File: src/rtl/satagtx_pkg.sv
// Shared definitions for the SATA GTX tile-0 reset sequencer:
// state width, state encodings and a small constant helper.
package satagtx_pkg;

  localparam int STATE_W = 3;

  localparam logic [STATE_W-1:0] S_GTXRST    = 3'd0;
  localparam logic [STATE_W-1:0] S_WAIT_PLL  = 3'd1;
  localparam logic [STATE_W-1:0] S_WAIT_DCM  = 3'd2;
  localparam logic [STATE_W-1:0] S_USRRST    = 3'd3;
  localparam logic [STATE_W-1:0] S_WAIT_DONE = 3'd4;
  localparam logic [STATE_W-1:0] S_READY     = 3'd5;
  localparam logic [STATE_W-1:0] S_FAIL      = 3'd6;

  function automatic int max_int(input int a, input int b);
    return (a > b) ? a : b;
  endfunction

endpackage

File: src/rtl/satagtx_sync.sv
// Two-flop synchronizer for a single asynchronous level; output resets to 0.
module satagtx_sync (
  input  logic clk,
  input  logic rst,
  input  logic i_async,
  output logic o_sync
);

  logic r_meta;
  logic r_sync;

  always_ff @(posedge clk or posedge rst) begin
    if (rst) begin
      r_meta <= 1'b0;
      r_sync <= 1'b0;
    end else begin
      r_meta <= i_async;
      r_sync <= r_meta;
    end
  end

  assign o_sync = r_sync;

endmodule

File: src/rtl/satagtx_rst_seq.sv
// GTX tile-0 reset and bring-up sequencer for the SATA PHY.
// Define SATAGTX_RST_RETRY_EN to tolerate timeouts (up to C_MAX_RETRIES) before FAIL.
module satagtx_rst_seq
  import satagtx_pkg::*;
#(
  parameter string C_FAMILY            = "none",
  parameter int    C_RESET_HOLD_CYCLES = 16,
  parameter int    C_TIMEOUT_CYCLES    = 65536,
  parameter int    C_MAX_RETRIES       = 3
) (
  input  logic               clk,
  input  logic               rst,
  input  logic               tile0_plllkdet,
  input  logic               refclkout_dcm0_locked,
  input  logic               tile0_resetdone0,
  input  logic               tile0_resetdone1,
  input  logic               phy_reinit,
  output logic               tile0_gtxreset,
  output logic               tile0_txreset0,
  output logic               tile0_rxreset0,
  output logic               tile0_rxcdrreset0,
  output logic               phy_ready,
  output logic               phy_fail,
  output logic [STATE_W-1:0] seq_state,
  output logic [3:0]         retry_cnt
);

  localparam int CNT_W = $clog2(max_int(C_TIMEOUT_CYCLES, C_RESET_HOLD_CYCLES));
  localparam logic [CNT_W-1:0] CNT_ONE   = CNT_W'(1);
  localparam logic [CNT_W-1:0] HOLD_LAST = CNT_W'(C_RESET_HOLD_CYCLES - 1);
  localparam logic [CNT_W-1:0] TO_LAST   = CNT_W'(C_TIMEOUT_CYCLES - 1);

  // An out-of-range build elaborates g_bad_params, which is easy to spot in a hierarchy dump.
  localparam bit PARAMS_OK = (C_FAMILY != "") && (C_RESET_HOLD_CYCLES >= 2) &&
                             (C_TIMEOUT_CYCLES >= 4) && (C_MAX_RETRIES >= 1) &&
                             (C_MAX_RETRIES <= 15);
  if (!PARAMS_OK) begin : g_bad_params
  end

  logic w_pll_s;
  logic w_dcm_s;
  logic w_done0_s;
  logic w_done1_s;

  satagtx_sync u_sync_pll   (.clk(clk), .rst(rst), .i_async(tile0_plllkdet),        .o_sync(w_pll_s));
  satagtx_sync u_sync_dcm   (.clk(clk), .rst(rst), .i_async(refclkout_dcm0_locked), .o_sync(w_dcm_s));
  satagtx_sync u_sync_done0 (.clk(clk), .rst(rst), .i_async(tile0_resetdone0),      .o_sync(w_done0_s));
  satagtx_sync u_sync_done1 (.clk(clk), .rst(rst), .i_async(tile0_resetdone1),      .o_sync(w_done1_s));

  logic [STATE_W-1:0] r_state;
  logic [STATE_W-1:0] w_next_state;
  logic [CNT_W-1:0]   r_cnt;
  logic               w_timeout;
  logic               r_gtxrst;
  logic               r_usrrst;
  logic               r_ready;
  logic               r_fail;

`ifdef SATAGTX_RST_RETRY_EN
  logic [3:0] r_retry;
  logic [4:0] w_retry_inc;

  assign w_retry_inc = {1'b0, r_retry} + 5'd1;

  always_ff @(posedge clk or posedge rst) begin
    if (rst) begin
      r_retry <= 4'd0;
    end else if ((w_next_state == S_READY) && (r_state != S_READY)) begin
      r_retry <= 4'd0;
    end else if (w_timeout && (w_next_state == S_GTXRST) && (r_retry != 4'hF)) begin
      r_retry <= w_retry_inc[3:0];
    end
  end

  assign retry_cnt = r_retry;
`else
  assign retry_cnt = 4'd0;
`endif

  // Lock loss outranks everything, then DCM loss, then the awaited condition, then timeout.
  always_comb begin
    w_next_state = r_state;
    w_timeout    = 1'b0;
    case (r_state)
      S_GTXRST: begin
        if (r_cnt == HOLD_LAST) w_next_state = S_WAIT_PLL;
      end
      S_WAIT_PLL: begin
        if (w_pll_s)                w_next_state = S_WAIT_DCM;
        else if (r_cnt == TO_LAST)  w_timeout    = 1'b1;
      end
      S_WAIT_DCM: begin
        if (!w_pll_s)               w_next_state = S_GTXRST;
        else if (w_dcm_s)           w_next_state = S_USRRST;
        else if (r_cnt == TO_LAST)  w_timeout    = 1'b1;
      end
      S_USRRST: begin
        if (!w_pll_s)                w_next_state = S_GTXRST;
        else if (r_cnt == HOLD_LAST) w_next_state = S_WAIT_DONE;
      end
      S_WAIT_DONE: begin
        if (!w_pll_s)                    w_next_state = S_GTXRST;
        else if (!w_dcm_s)               w_next_state = S_WAIT_DCM;
        else if (w_done0_s && w_done1_s) w_next_state = S_READY;
        else if (r_cnt == TO_LAST)       w_timeout    = 1'b1;
      end
      S_READY: begin
        if (!w_pll_s)        w_next_state = S_GTXRST;
        else if (!w_dcm_s)   w_next_state = S_WAIT_DCM;
        else if (phy_reinit) w_next_state = S_USRRST;
      end
      default: w_next_state = S_FAIL;
    endcase

    if (w_timeout) begin
`ifdef SATAGTX_RST_RETRY_EN
      if (w_retry_inc == 5'(C_MAX_RETRIES)) w_next_state = S_FAIL;
      else                                  w_next_state = S_GTXRST;
`else
      w_next_state = S_FAIL;
`endif
    end
  end

  always_ff @(posedge clk or posedge rst) begin
    if (rst) begin
      r_cnt <= '0;
    end else if (w_next_state != r_state) begin
      r_cnt <= '0;
    end else if (r_cnt != '1) begin
      r_cnt <= r_cnt + CNT_ONE;
    end
  end

  // Outputs are registered from the next state so they change on the same edge as seq_state.
  always_ff @(posedge clk or posedge rst) begin
    if (rst) begin
      r_state  <= S_GTXRST;
      r_gtxrst <= 1'b1;
      r_usrrst <= 1'b1;
      r_ready  <= 1'b0;
      r_fail   <= 1'b0;
    end else begin
      r_state  <= w_next_state;
      r_gtxrst <= (w_next_state == S_GTXRST);
      r_ready  <= (w_next_state == S_READY);
      r_fail   <= (w_next_state == S_FAIL);
      if ((w_next_state == S_GTXRST) || (w_next_state == S_USRRST)) begin
        r_usrrst <= 1'b1;
      end else if (w_next_state == S_WAIT_DONE) begin
        r_usrrst <= 1'b0;
      end
    end
  end

  assign seq_state         = r_state;
  assign tile0_gtxreset    = r_gtxrst;
  assign tile0_txreset0    = r_usrrst;
  assign tile0_rxreset0    = r_usrrst;
  assign tile0_rxcdrreset0 = r_usrrst;
  assign phy_ready         = r_ready;
  assign phy_fail          = r_fail;

endmodule

File: config.mk
export PLATFORM = sky130hd
export DESIGN_NAME = satagtx_rst_seq
export DESIGN_NICKNAME = d
export VERILOG_FILES = /design/src/rtl/satagtx_pkg.sv /design/src/rtl/satagtx_sync.sv /design/src/rtl/satagtx_rst_seq.sv
export SDC_FILE = /design/constraint.sdc
export NUM_CORES = 1
export LEC_CHECK = 0
export CAP_MARGIN = 25
export CORE_ASPECT_RATIO = 1.2
export CORE_UTILIZATION = 55
export CTS_CLUSTER_SIZE = 16
export DETAILED_ROUTE_END_ITERATION = 8
export GPL_TIMING_DRIVEN = 1
export PLACE_DENSITY = 0.8
export SYNTH_ARGS = -nofsm -noshare
export SYNTH_HDL_FRONTEND = slang
export SYNTH_HIERARCHICAL = 1
export SYNTH_SLANG_ARGS = --single-unit
File: constraint.sdc
create_clock -name clk -period 2.7 [get_ports clk]
set_input_delay 0.27 -clock clk [delete_from_list [all_inputs] [get_ports clk]]
set_output_delay 0.27 -clock clk [all_outputs]
set_load 0.005 [all_outputs]
== Word-level counts from Yosys, hierarchy flattened ==
Cells that the tools add are included.

* Flip-flop bits (word level): 31
* Word-level logic and storage cells: 60
* Input bits: 7

* Mux-type cells: 26
* Reductions and logical operators: 6
* Equality and inequality tests: 13
* Add/sub/neg operators: 1

{| class="wikitable"
|+ Operator list
! cell !! number
|-
| two-way mux 3 bit || 13
|-
| two-way mux 16 bit || 2
|-
| case mux 3 bit (6 select lines) || 1
|-
| adder 16 x 1 -> 16 bit, second input constant || 1
|-
| equality test 16 bit, second input constant || 1
|-
| equality test 16 x 4 -> 1 bit, second input constant || 1
|-
| inequality test 16 bit, second input constant || 1
|-
| equality test 3 bit, second input constant || 5
|-
| equality test 3 x 2 -> 1 bit, second input constant || 3
|-
| two-way mux 1 bit || 9
|-
| logical NOT 3 bit || 2
|-
| nonzero test 2 bit || 2
|-
| equality test 3 x 1 -> 1 bit, second input constant || 1
|-
| inequality test 3 bit || 1
|-
| case mux 1 bit (3 select lines) || 1
|-
| logical AND 1 bit || 1
|-
| logical OR 1 bit || 1
|}

== Longest topological paths before layout ==
* Word-level depth: 10
* Gate-level depth with buffers: 9
* Depth with buffers taken out: 8

== Cells and area by module ==
Netlist, hierarchy kept.

{| class="wikitable"
|+ Modules (own cells, without submodules)
! module !! area an instance (µm²) !! instances !! cells an instance
|-
| satagtx_rst_seq || 1,495.2 || 1 || 172
|-
| satagtx_sync || 53.8 || 4 || 3
|}

== Worst setup path after synthesis ==
No wires, ideal clock.

* Kind: register to register
* From: register r_cnt[0]
* To: register r_cnt[6]
* Data arrival time: 2.122 ns
* Slack: 0.458 ns
* Stages on the path, launching flop included: 10
* Path through: dfrtp_1 ha_1 nand3_2 or4_1 buf_2 a22o_4 o211a_2 o21ai_4 buf_8 nor2_2

* Word-level cells in the longest chain between the ends: 9
* Elaborated cells on any way between the ends: 21
* Classes of those cells: add/sub: 1; eq/ne: 4; mux: 15; reduce/logical: 1

{| class="wikitable"
|+ RTL lines
! element !! line !! text
|-
| start: declaration || satagtx_rst_seq.sv:52 || <nowiki>logic [CNT_W-1:0] r_cnt;</nowiki>
|-
| start signal: assignment || satagtx_rst_seq.sv:131 || <nowiki>r_cnt <= r_cnt + CNT_ONE;</nowiki>
|-
| equality test 16 bit || satagtx_rst_seq.sv:90, satagtx_rst_seq.sv:95, satagtx_rst_seq.sv:105 ||
|-
| two-way mux 1 bit || satagtx_rst_seq.sv:90, satagtx_rst_seq.sv:95, satagtx_rst_seq.sv:105 ||
|-
| two-way mux 1 bit || satagtx_rst_seq.sv:104 || <nowiki>else if (w_done0_s && w_done1_s) w_next_state = S_READY;</nowiki>
|-
| two-way mux 1 bit || satagtx_rst_seq.sv:103 || <nowiki>else if (!w_dcm_s) w_next_state = S_WAIT_DCM;</nowiki>
|-
| two-way mux 1 bit || satagtx_rst_seq.sv:102 || <nowiki>if (!w_pll_s) w_next_state = S_GTXRST;</nowiki>
|-
| case mux 1 bit (3 select lines) || satagtx_rst_seq.sv:84 || <nowiki>case (r_state)</nowiki>
|-
| two-way mux 3 bit || satagtx_rst_seq.sv:115 || <nowiki>if (w_timeout) begin</nowiki>
|-
| inequality test 3 bit || satagtx_rst_seq.sv:128 || <nowiki>end else if (w_next_state != r_state) begin</nowiki>
|-
| two-way mux 16 bit / nonzero test 2 bit (equally long branches) || -- ||
|}

Several ways; a longest one is shown, not always the timed one. The select of a mux whose other input is x is not followed.
A chain may end at the register's enable or synchronous reset.

== Worst setup path in the final report ==
* From: register r_cnt[1]
* To: register r_cnt[0]

The elaborated chain is that of the path after synthesis.

==> metrics.md <==
| Metric | Value |
|---|---|
| Status | completed |
| Register area share after synthesis | 45.50% |
| Initial core utilization | 59.72% |
| Synth Area in XOR/XNOR | 4.609% |
| Post-synth EDFFs | 0 |
| Crit-path max FO | 16 |
| CP arrival | 2.58 ns |
| Skew-Pair Late Insertion Delay | 0.33 ns |
| Largest family of logic cells by synthesized area | simple AND/OR/NAND/NOR gates |
| I/O Buffers | 15 |
| Die width | 52.91 um |
| Endpoints failing setup | 0 |
| Iter 0 DRT Violations | 53 |
| Slew @ Worst Pin | 0.8774 ns |
| Multiplexer share of the synthesized area | 0.5852% |
| Ant diodes | 0 |
| Synth Area in Compound Gates | 13.24% |
| Slew Viols, Final | 0 |
| Critical path class | flop to flop |
| Critical R2R Capture | r_cnt[0]$_DFFE_PP0P_ |
| DRC viols | 0 |
| Post-Synth Simple-Gate Area | 26.85% |
| Worst VDD drop | 0.4039 mV |
| Top Ports | 20 |
| Min Tclk post-route | 2.363 ns |
| Drt wl/cell | 14.44 um |
| Max cap viols | 0 |
| Leak | 0.8016 nW |
| CP required | 2.91 ns |
| Clock Skew | 0.009517 ns |
| FP Rows | 21 |
| CTS buffer count | 5 |
| Cells after Synth | 184 |
| Final nets | 205 |
| PwrDens | 398.0 nW/um^2 |
| Final HPWL DP | 2386 um |
| FFs w/ async S/R, synth | 100.0% |
| Area of the die | 3338 um^2 |
| R2R setup slack | 0.34 ns |
| CTS tree | done |
| Hold slack final | 0.1810 ns |
| Average size of a mapped cell | 9.296 um^2 |
| H-tree Lvls | 2 |
| Final hold vios | 0 |
| Vias/cell | 5.802 |
| CP startpoint kind | flop |
| Clock sinks | 31 |
| Routed WL | 3350 um |
| Power Total | 0.0007554 W |
| R2R cell count | 8 |
| Post-Synth Adder-Cell Area | 0.7315% |
| Mapped cell area | 1710 um^2 |
| Period Utilization, post-route | 87.52% |
| Routed vias | 1346 |
| CTS hold repair buffers | 0 |
| Placer's final routability congestion estimate | 0.8858 |
| Initial antenna violation count | 0 |
| Routed Antenna Nets | 0 |
| RSZ-0062 raised after global routing | false |
| Reg clk slew, reported paths | 0.09 ns |
| Yosys warnings | 6 |
| Vias in the first global route | 1337 |
| DRT Pass-1 Iters | 4 |
| CP endpoint kind | flop |
| FF-to-FF Start | r_cnt[1]$_DFFE_PP0P_ |
| Setup TNS | 0 ns |
| Postcts setup bufs | 0 |
| Grt total ovfl | 0 |
| Root buf cell | clkbuf_4 |
| FF+latch count, synth | 31 |
| Fillcell total | 225 |
| Core Box Area | 2864 um^2 |
| Slew headroom | 41.44% |
| Unique cell type count in the Yosys netlist | 47 |
| F_max | 423.2 MHz |
| Type of the most critical hold path | input port to asynchronous set/reset pin |
| Global-route wire length before repair | 5927 um |
| Most used flip-flop cell after synthesis | dfrtp_1 |
| Post-cts sizing count | 0 |
| Area Growth Syn to Fin | 10.97% |
| Max Buffers Root-to-Sink | 2 |
| Largest net degree at the start of global routing | 24 |
| Die Span Y | 63.09 um |
| Total track usage | 24.40% |
| Share of cells above drive strength 1 | 14.14% |
==> through the flow <==
stage | utilization, % | std cells | setup WS [ns] | instance area, um^2
floorplan | - | 187 | 0.4576 | 1722
detailed placement | 64.57 | 224 | 0.3503 | 1849
global placement | 64.57 | 224 | 0.4089 | 1849
finish | 66.27 | 232 | 0.3371 | 1898
CTS | 66.27 | 232 | 0.3397 | 1898
global route | 66.27 | 232 | 0.1607 | 1898
==> synthesized netlist by cell type (2+ instances only) <==
master    number  share of area, %
or3_1          2              0.73
nand4_1        5               1.8
nor3_1         5               1.5
nor2_1        19               4.2
nand2_1       14               3.1
nor3b_1        4               1.8
a31oi_1        2              0.73
and3_1         4               1.5
dfstp_2        2               3.1
nor4_1         4               1.5
buf_4          7               3.1
dfrtp_1       29                42
inv_1         10               2.2
xor2_1         2               1.0
clkbuf_1       2              0.44
o21ai_0        8               2.3
xnor2_1        7               3.6
nor2_2        10               3.7
nand3_1        7               2.0
a32o_1         2               1.2
buf_2          5               1.5
a211oi_1       3               1.3
a21oi_1        7               2.0
==> registers in the layout, indices dropped and copies added (netlist names) <==
signal and flops:
u_sync_done0/r_meta 1, u_sync_done0/o_sync 1, tile0_gtxreset 1, r_cnt 16, tile0_rxcdrreset0 1, u_sync_done1/r_meta 1
u_sync_pll/r_meta 1, seq_state 3, u_sync_pll/o_sync 1, u_sync_dcm/r_meta 1, u_sync_done1/o_sync 1, phy_fail 1
phy_ready 1, u_sync_dcm/o_sync 1
==> metal layers <==
| layer | track usage (%) | up-vias | wire length, um |
|---|---|---|---|
| met5 | 0 | - | 0 |
| met4 | 13.16 | 0 | 85 |
| met3 | 7.729 | 12 | 127 |
| met2 | 38.77 | 33 | 1797 |
| met1 | 28.41 | 642 | 1340 |
| li1 | - | 659 | - |
==> cells in the final DEF (no fill, tap or decap), types with 2 or more instances in the layout <==
master           Yosys  layout
dfrtp_1             29      29
nor2_1              19      19
clkdlybuf4s50_1      0      15
nand2_1             14      14
inv_1               10      10
nor2_2              10      10
o21ai_0              8       8
a21oi_1              7       7
nand3_1              7       7
xnor2_1              7       7
nand4_1              5       5
nor3_1               5       5
clkbuf_4             0       5
nor4_1               4       4
and3_1               4       4
nor3b_1              4       4
conb_1               1       4
a211oi_1             3       3
clkbuf_1             2       3
or3_1                2       2
a32o_1               2       2
a31oi_1              2       2
xor2_1               2       2
buf_4                7       2
dfstp_2              2       2
==> layout make-up <==
type	count	area (um^2)	share of cell area, %
clock buffer	8	48.80	2.571
sequential	31	778.2	41.00
inverter	11	41.29	2.175
timing repair buffer	18	185.2	9.756
multi-input combinational	130	802.0	42.25
tap	34	42.54	2.241
==> kinds of logic after synthesis <==
logic type | after synthesis
adder cells (fa/ha/maj) | 1
AO/OA/AOI/OAI | 31
flip-flops | 31
other | 1
XOR/XNOR | 9
buffers and inverters | 26
multiplexers | 1
AND/OR/NAND/NOR | 84
==> worst max path at each step <==
stage                           startpoint                    to  slack, ns  depth (start not counted)
finish                r_cnt[1]$_DFFE_PP0P_  r_cnt[0]$_DFFE_PP0P_       0.34                          8
global placement      r_cnt[1]$_DFFE_PP0P_  r_cnt[3]$_DFFE_PP0P_       0.41                          8
CTS                   r_cnt[1]$_DFFE_PP0P_  r_cnt[0]$_DFFE_PP0P_       0.34                          8
floorplan             r_cnt[0]$_DFFE_PP0P_  r_cnt[6]$_DFFE_PP0P_       0.46                          9
detailed placement    r_cnt[1]$_DFFE_PP0P_  r_cnt[3]$_DFFE_PP0P_       0.35                          8
global route        seq_state[0]$_DFF_PP0_  r_cnt[9]$_DFFE_PP0P_       0.16                          7
==> worst max-delay path, cell delays in order, from the launching register on <==
cell and delay, ns:
dfrtp_1 0.41, ha_1 0.23, nand3_2 0.10, or4_1 0.68
a22o_4 0.30, o211a_2 0.15, o21ai_4 0.14, buf_12 0.17
nor2_1 0.06
==> report_power, final <==
part	internal [W]	switching, W	leakage, nW
sequential	0.000470	0.00000534	0.377
clock	0.000104	0.000150	0.0265
combinational	0.0000118	0.0000150	0.398
Power figures use the tool's default switching activity.
==> RTL change 1: new RTL, same flow settings <==
The option `SATAGTX_RST_RETRY_EN` is turned on by a define.
--- a/src/rtl/satagtx_rst_seq.sv
+++ b/src/rtl/satagtx_rst_seq.sv
@@ -1,4 +1,6 @@
 // GTX tile-0 reset and bring-up sequencer for the SATA PHY.
 // Define SATAGTX_RST_RETRY_EN to tolerate timeouts (up to C_MAX_RETRIES) before FAIL.
+`define SATAGTX_RST_RETRY_EN
+
 module satagtx_rst_seq
   import satagtx_pkg::*;
Check against the original RTL: same outputs for any inputs over 10 cycles, from zero or initial values and one cycle with rst high; that may be too few to reach the edited logic, so the function may still have changed.
==> RTL change 1 against the unedited design <==
  * Synthesized cell count is 4.9% higher
  * Clock power is 40% higher
  * Total power is 21% higher
  * Non-clock buffer count is 7 higher
  * Sequential cell count is 4 higher
  * Setup slack worse by 0.16 ns
  * Area after synthesis is 11% higher
  * Wire length is 17% higher
  * Sequential power is 12% higher
  * Design area is 17% higher
  * Sequential share of layout area is 1.6 points lower
  * Largest power group unchanged
==> RTL change 1: results (changes against the unedited design) <==
* Status: finished clean
* Clk root buf: clkbuf_8
* Routed WL at 3.93 mm (+17%)
* Peak VDD IR at 332 uV (-18%)
* Power Density at 409 nW/um2 (+2.7%)
* Post-Synthesis Cells at 193 (+4.9%)
* Combinational power at 0.0000223 W (-17%)
* CTS clk-pin slew, worst paths at 0.07 ns (-0.02 ns)
* Vias in the first global route at 1531 (+15%)
* Sequential power share at 58.7% (-4.2 points)
* Commonest cells in the netlist: dfrtp_1 (33), nor3_1 (18), nor2_1 (13)
* Pin count of the biggest net entering global routing at 28 (+17%)
* PortBufs at 19 (+4)
* Post-route insts no fill at 255 (+9.9%)
* First-pass GRT wire length at 6.62 mm (+12%)
* Worst-skew pair later-pin latency at 0.29 ns (-0.04 ns)
* Distinct cells, synth at 51 (+8.5%)
* Switch share at 20.6% (-1.9 points)
* Vias per cell at 5.99 (+3.2%)
* Met3 Wirelength at 156 um (+23%)
* WL met2 at 2.11 mm (+18%)
* Sequential fraction of the synthesis area at 46.3% (+0.77 points)
* Share of layout cells above drive strength 1 at 12.8% (-1.3 points)
* Register-to-Register Path Depth at 10 (+2)
* Post-Place Cells at 247 (+10%)
* Detailed placement HPWL at 2.86 mm (+20%)
* Layout net count at 227 (+11%)
* Wl on met1 at 1.54 mm (+15%)
* Overall Global Routing Usage at 23.8% (-0.62 points)
* Routability cong. at 0.858 (-3.1%)
* Placed instance area at 2120 um2 (+14%)
* Leak Pwr at 0.988 nW (+23%)
* Slowest-stage cell, CP: dfrtp_1
* Post-Place Worst Slack at 0.0342 ns (-0.316 ns)
* Slew @ Worst Pin at 0.452 ns (-0.426 ns)
* CP peak stage delay at 0.39 ns (-0.29 ns)
* Final Skew at 0.00678 ns (-0.00274 ns)
* DR iter-0 viols at 58 (+9.4%)
* Synth top area cells: dfrtp_1 (44%), nor3_1 (4.7%), xnor2_1 (4.2%)
RTL change 1: area by class of cell:
type / instances / area [um2]
repair buffers: 25 / 235
well taps: 37 / 46.3
flip-flops and latches: 35 / 878
clock buffers: 8 / 80.1
multi-input cells: 139 / 947
inverters: 11 / 41.3
fillers: 264 / 1080
RTL change 1: kinds of logic (layout without fill, tap and decap cells):
logic type	count (synthesis)	count (layout)	share of synthesized area, %
flip-flops	35	35	46.3
AND/OR/NAND/NOR	89	89	27.4
adder cells (fa/ha/maj)	3	3	1.98
AO/OA/AOI/OAI	30	30	10.5
buffers and inverters	19	44	5.47
XOR/XNOR	14	14	6.86
multiplexers	3	3	1.58
RTL change 1: worst paths after layout:
check / start / end / slack, ns
max: r_cnt[0]$_DFFE_PP0P_ / r_cnt[9]$_DFFE_PP0P_ / 0.18
min: rst / u_sync_pll/o_sync$_DFF_PP0_ / 0.27
max reg2reg: r_cnt[0]$_DFFE_PP0P_ / r_cnt[9]$_DFFE_PP0P_ / 0.18
min reg2reg: u_sync_pll/r_meta$_DFF_PP0_ / u_sync_pll/o_sync$_DFF_PP0_ / 0.36
max in group asynchronous: rst / tile0_rxcdrreset0$_DFFE_PP1P_ / 1.91
min in group clk: u_sync_pll/r_meta$_DFF_PP0_ / u_sync_pll/o_sync$_DFF_PP0_ / 0.36
RTL change 1: layer usage:
metal	vias up	GRT usage [%]
met2	49	43.5
met4	0	13.8
met5	-	0
met1	734	25.0
li1	731	-
met3	13	5.48
RTL change 1: repair_timing:
| action | 4_1_cts | 5_1_grt |
|---|---|---|
| setup endpoints to repair | 0 | 17 |
| hold buffers | 0 | 0 |
| gates resized for setup | 0 | 8 |
==> RTL change 2: new RTL, same settings <==
Made on the original files. `C_RESET_HOLD_CYCLES`: 16 -> 64.
--- a/src/rtl/satagtx_rst_seq.sv
+++ b/src/rtl/satagtx_rst_seq.sv
@@ -5,5 +5,5 @@
 #(
   parameter string C_FAMILY            = "none",
-  parameter int    C_RESET_HOLD_CYCLES = 16,
+  parameter int    C_RESET_HOLD_CYCLES = 64,
   parameter int    C_TIMEOUT_CYCLES    = 65536,
   parameter int    C_MAX_RETRIES       = 3
Behaviour: same outputs for any inputs over 10 cycles, from zero or initial values and one cycle with rst high; that may be too few to reach the edited logic, so the function may still have changed.
==> RTL change 2 against the unedited design <==
  * Synthesized cell count is 6.5% lower
  * Area after synthesis is essentially flat
  * Wire length shrank 1.7%
  * Critical endpoint is now r_cnt[14]$_DFFE_PP0P_
  * Sequential cell count is the same
  * Non-clock buffer count down 1
  * Via count shrank 0.59%
  * Global-route usage fell by 1.6 points
  * Largest cell class unchanged
  * Highest routed layer unchanged
  * Total power is 1.9% higher
  * First-iteration DRC count decreased by 43%
  * Design area about the same
  * Setup slack worse by 0.0037 ns
  * Combinational power shrank 8.6%
  * Die area about the same
==> RTL change 2: results (changes against the unedited design) <==
* DR WL/cell at 14.9 um (+3.2%)
* Slew @ Worst Pin at 0.877 ns (-0.000399 ns)
* Sequential fraction of the synthesis area at 45.5% (about the same)
* Vias per cell at 6.05 (+4.4%)
* Compound-cell area share of the yosys netlist at 15.5% (+2.3 points)
* Wl on met1 at 1.29 mm (-3.4%)
* Met1 Use GR at 24.0% (-4.4 points)
* Buffer share of cell area at 8.70% (-1.1 points)
* Vias in the first global route at 1340 (+0.22%)
* Hold WS at 0.195 ns (+0.0140 ns)
* Arrival @ worst endpoint at 2.56 ns (-0.02 ns)
* Multi-input comb cells at 122 (-6.2%)
* DR iter-0 viols at 30 (-43%)
* Non-clock buffers at 17 (-1)
* Reg2reg end: r_cnt[14]$_DFFE_PP0P_
* Area occupied by multi-input gates at 820 um2 (+2.2%)
* Routed WL at 3.29 mm (-1.7%)
* Commonest cells in the netlist: dfrtp_1 (29), nor2_1 (13), nand2_1 (10), nor2_2 (10), inv_1 (9)
* Met2 Usage GRT at 41.3% (+2.5 points)
* Area Overhead vs Synth at 11.1%
* Syn_area_per_cell at 9.94 um2 (+6.9%)
* Routability cong. at 0.874 (-1.3%)
* CP peak stage delay at 0.65 ns (-0.03 ns)
* Slowest-stage cell, CP: or4_4
* Layout net count at 194 (-5.4%)
* Met3 Wirelength at 140 um (+10%)
* Sequential cell area share at 41.0% (about the same)
* Peak VDD IR at 356 uV (-12%)
* Share of layout cells above drive strength 1 at 16.0% (+1.9 points)
* Switch share at 21.3% (-1.2 points)
* Post-synthesis mux area share at 0.586% (about the same)
* Clock Power at 0.000271 W (+7%)
* Detailed placement HPWL at 2.48 mm (+3.8%)
* Status: finished clean
* Fillers at 229 (+1.8%)
* First-pass GRT wire length at 5.59 mm (-5.7%)
* Post-Place Cells at 213 (-4.9%)
* Non-clk invs at 9 (-2)
* Combinational share of power at 3.2% (-0.4 points)
## RTL change 2: changes by cell type in the layout (fill, tap and decap cells not counted), sizes merged, moves of 3 or more
cell and change:
nor2 -6, nand2 -4, o21ai -3, o22ai +3, xor2 +3
## RTL change 2: worst max path at each step
stage | startpoint | end | slack, ns | cells after the start
finish | r_cnt[0]$_DFFE_PP0P_ | r_cnt[14]$_DFFE_PP0P_ | 0.33 | 8
global route | r_cnt[0]$_DFFE_PP0P_ | r_cnt[14]$_DFFE_PP0P_ | 0.18 | 8
floorplan | r_cnt[0]$_DFFE_PP0P_ | r_cnt[2]$_DFFE_PP0P_ | 0.48 | 9
global placement | r_cnt[0]$_DFFE_PP0P_ | r_cnt[6]$_DFFE_PP0P_ | 0.42 | 8
CTS | r_cnt[0]$_DFFE_PP0P_ | r_cnt[14]$_DFFE_PP0P_ | 0.33 | 8
detailed placement | r_cnt[0]$_DFFE_PP0P_ | r_cnt[6]$_DFFE_PP0P_ | 0.33 | 8
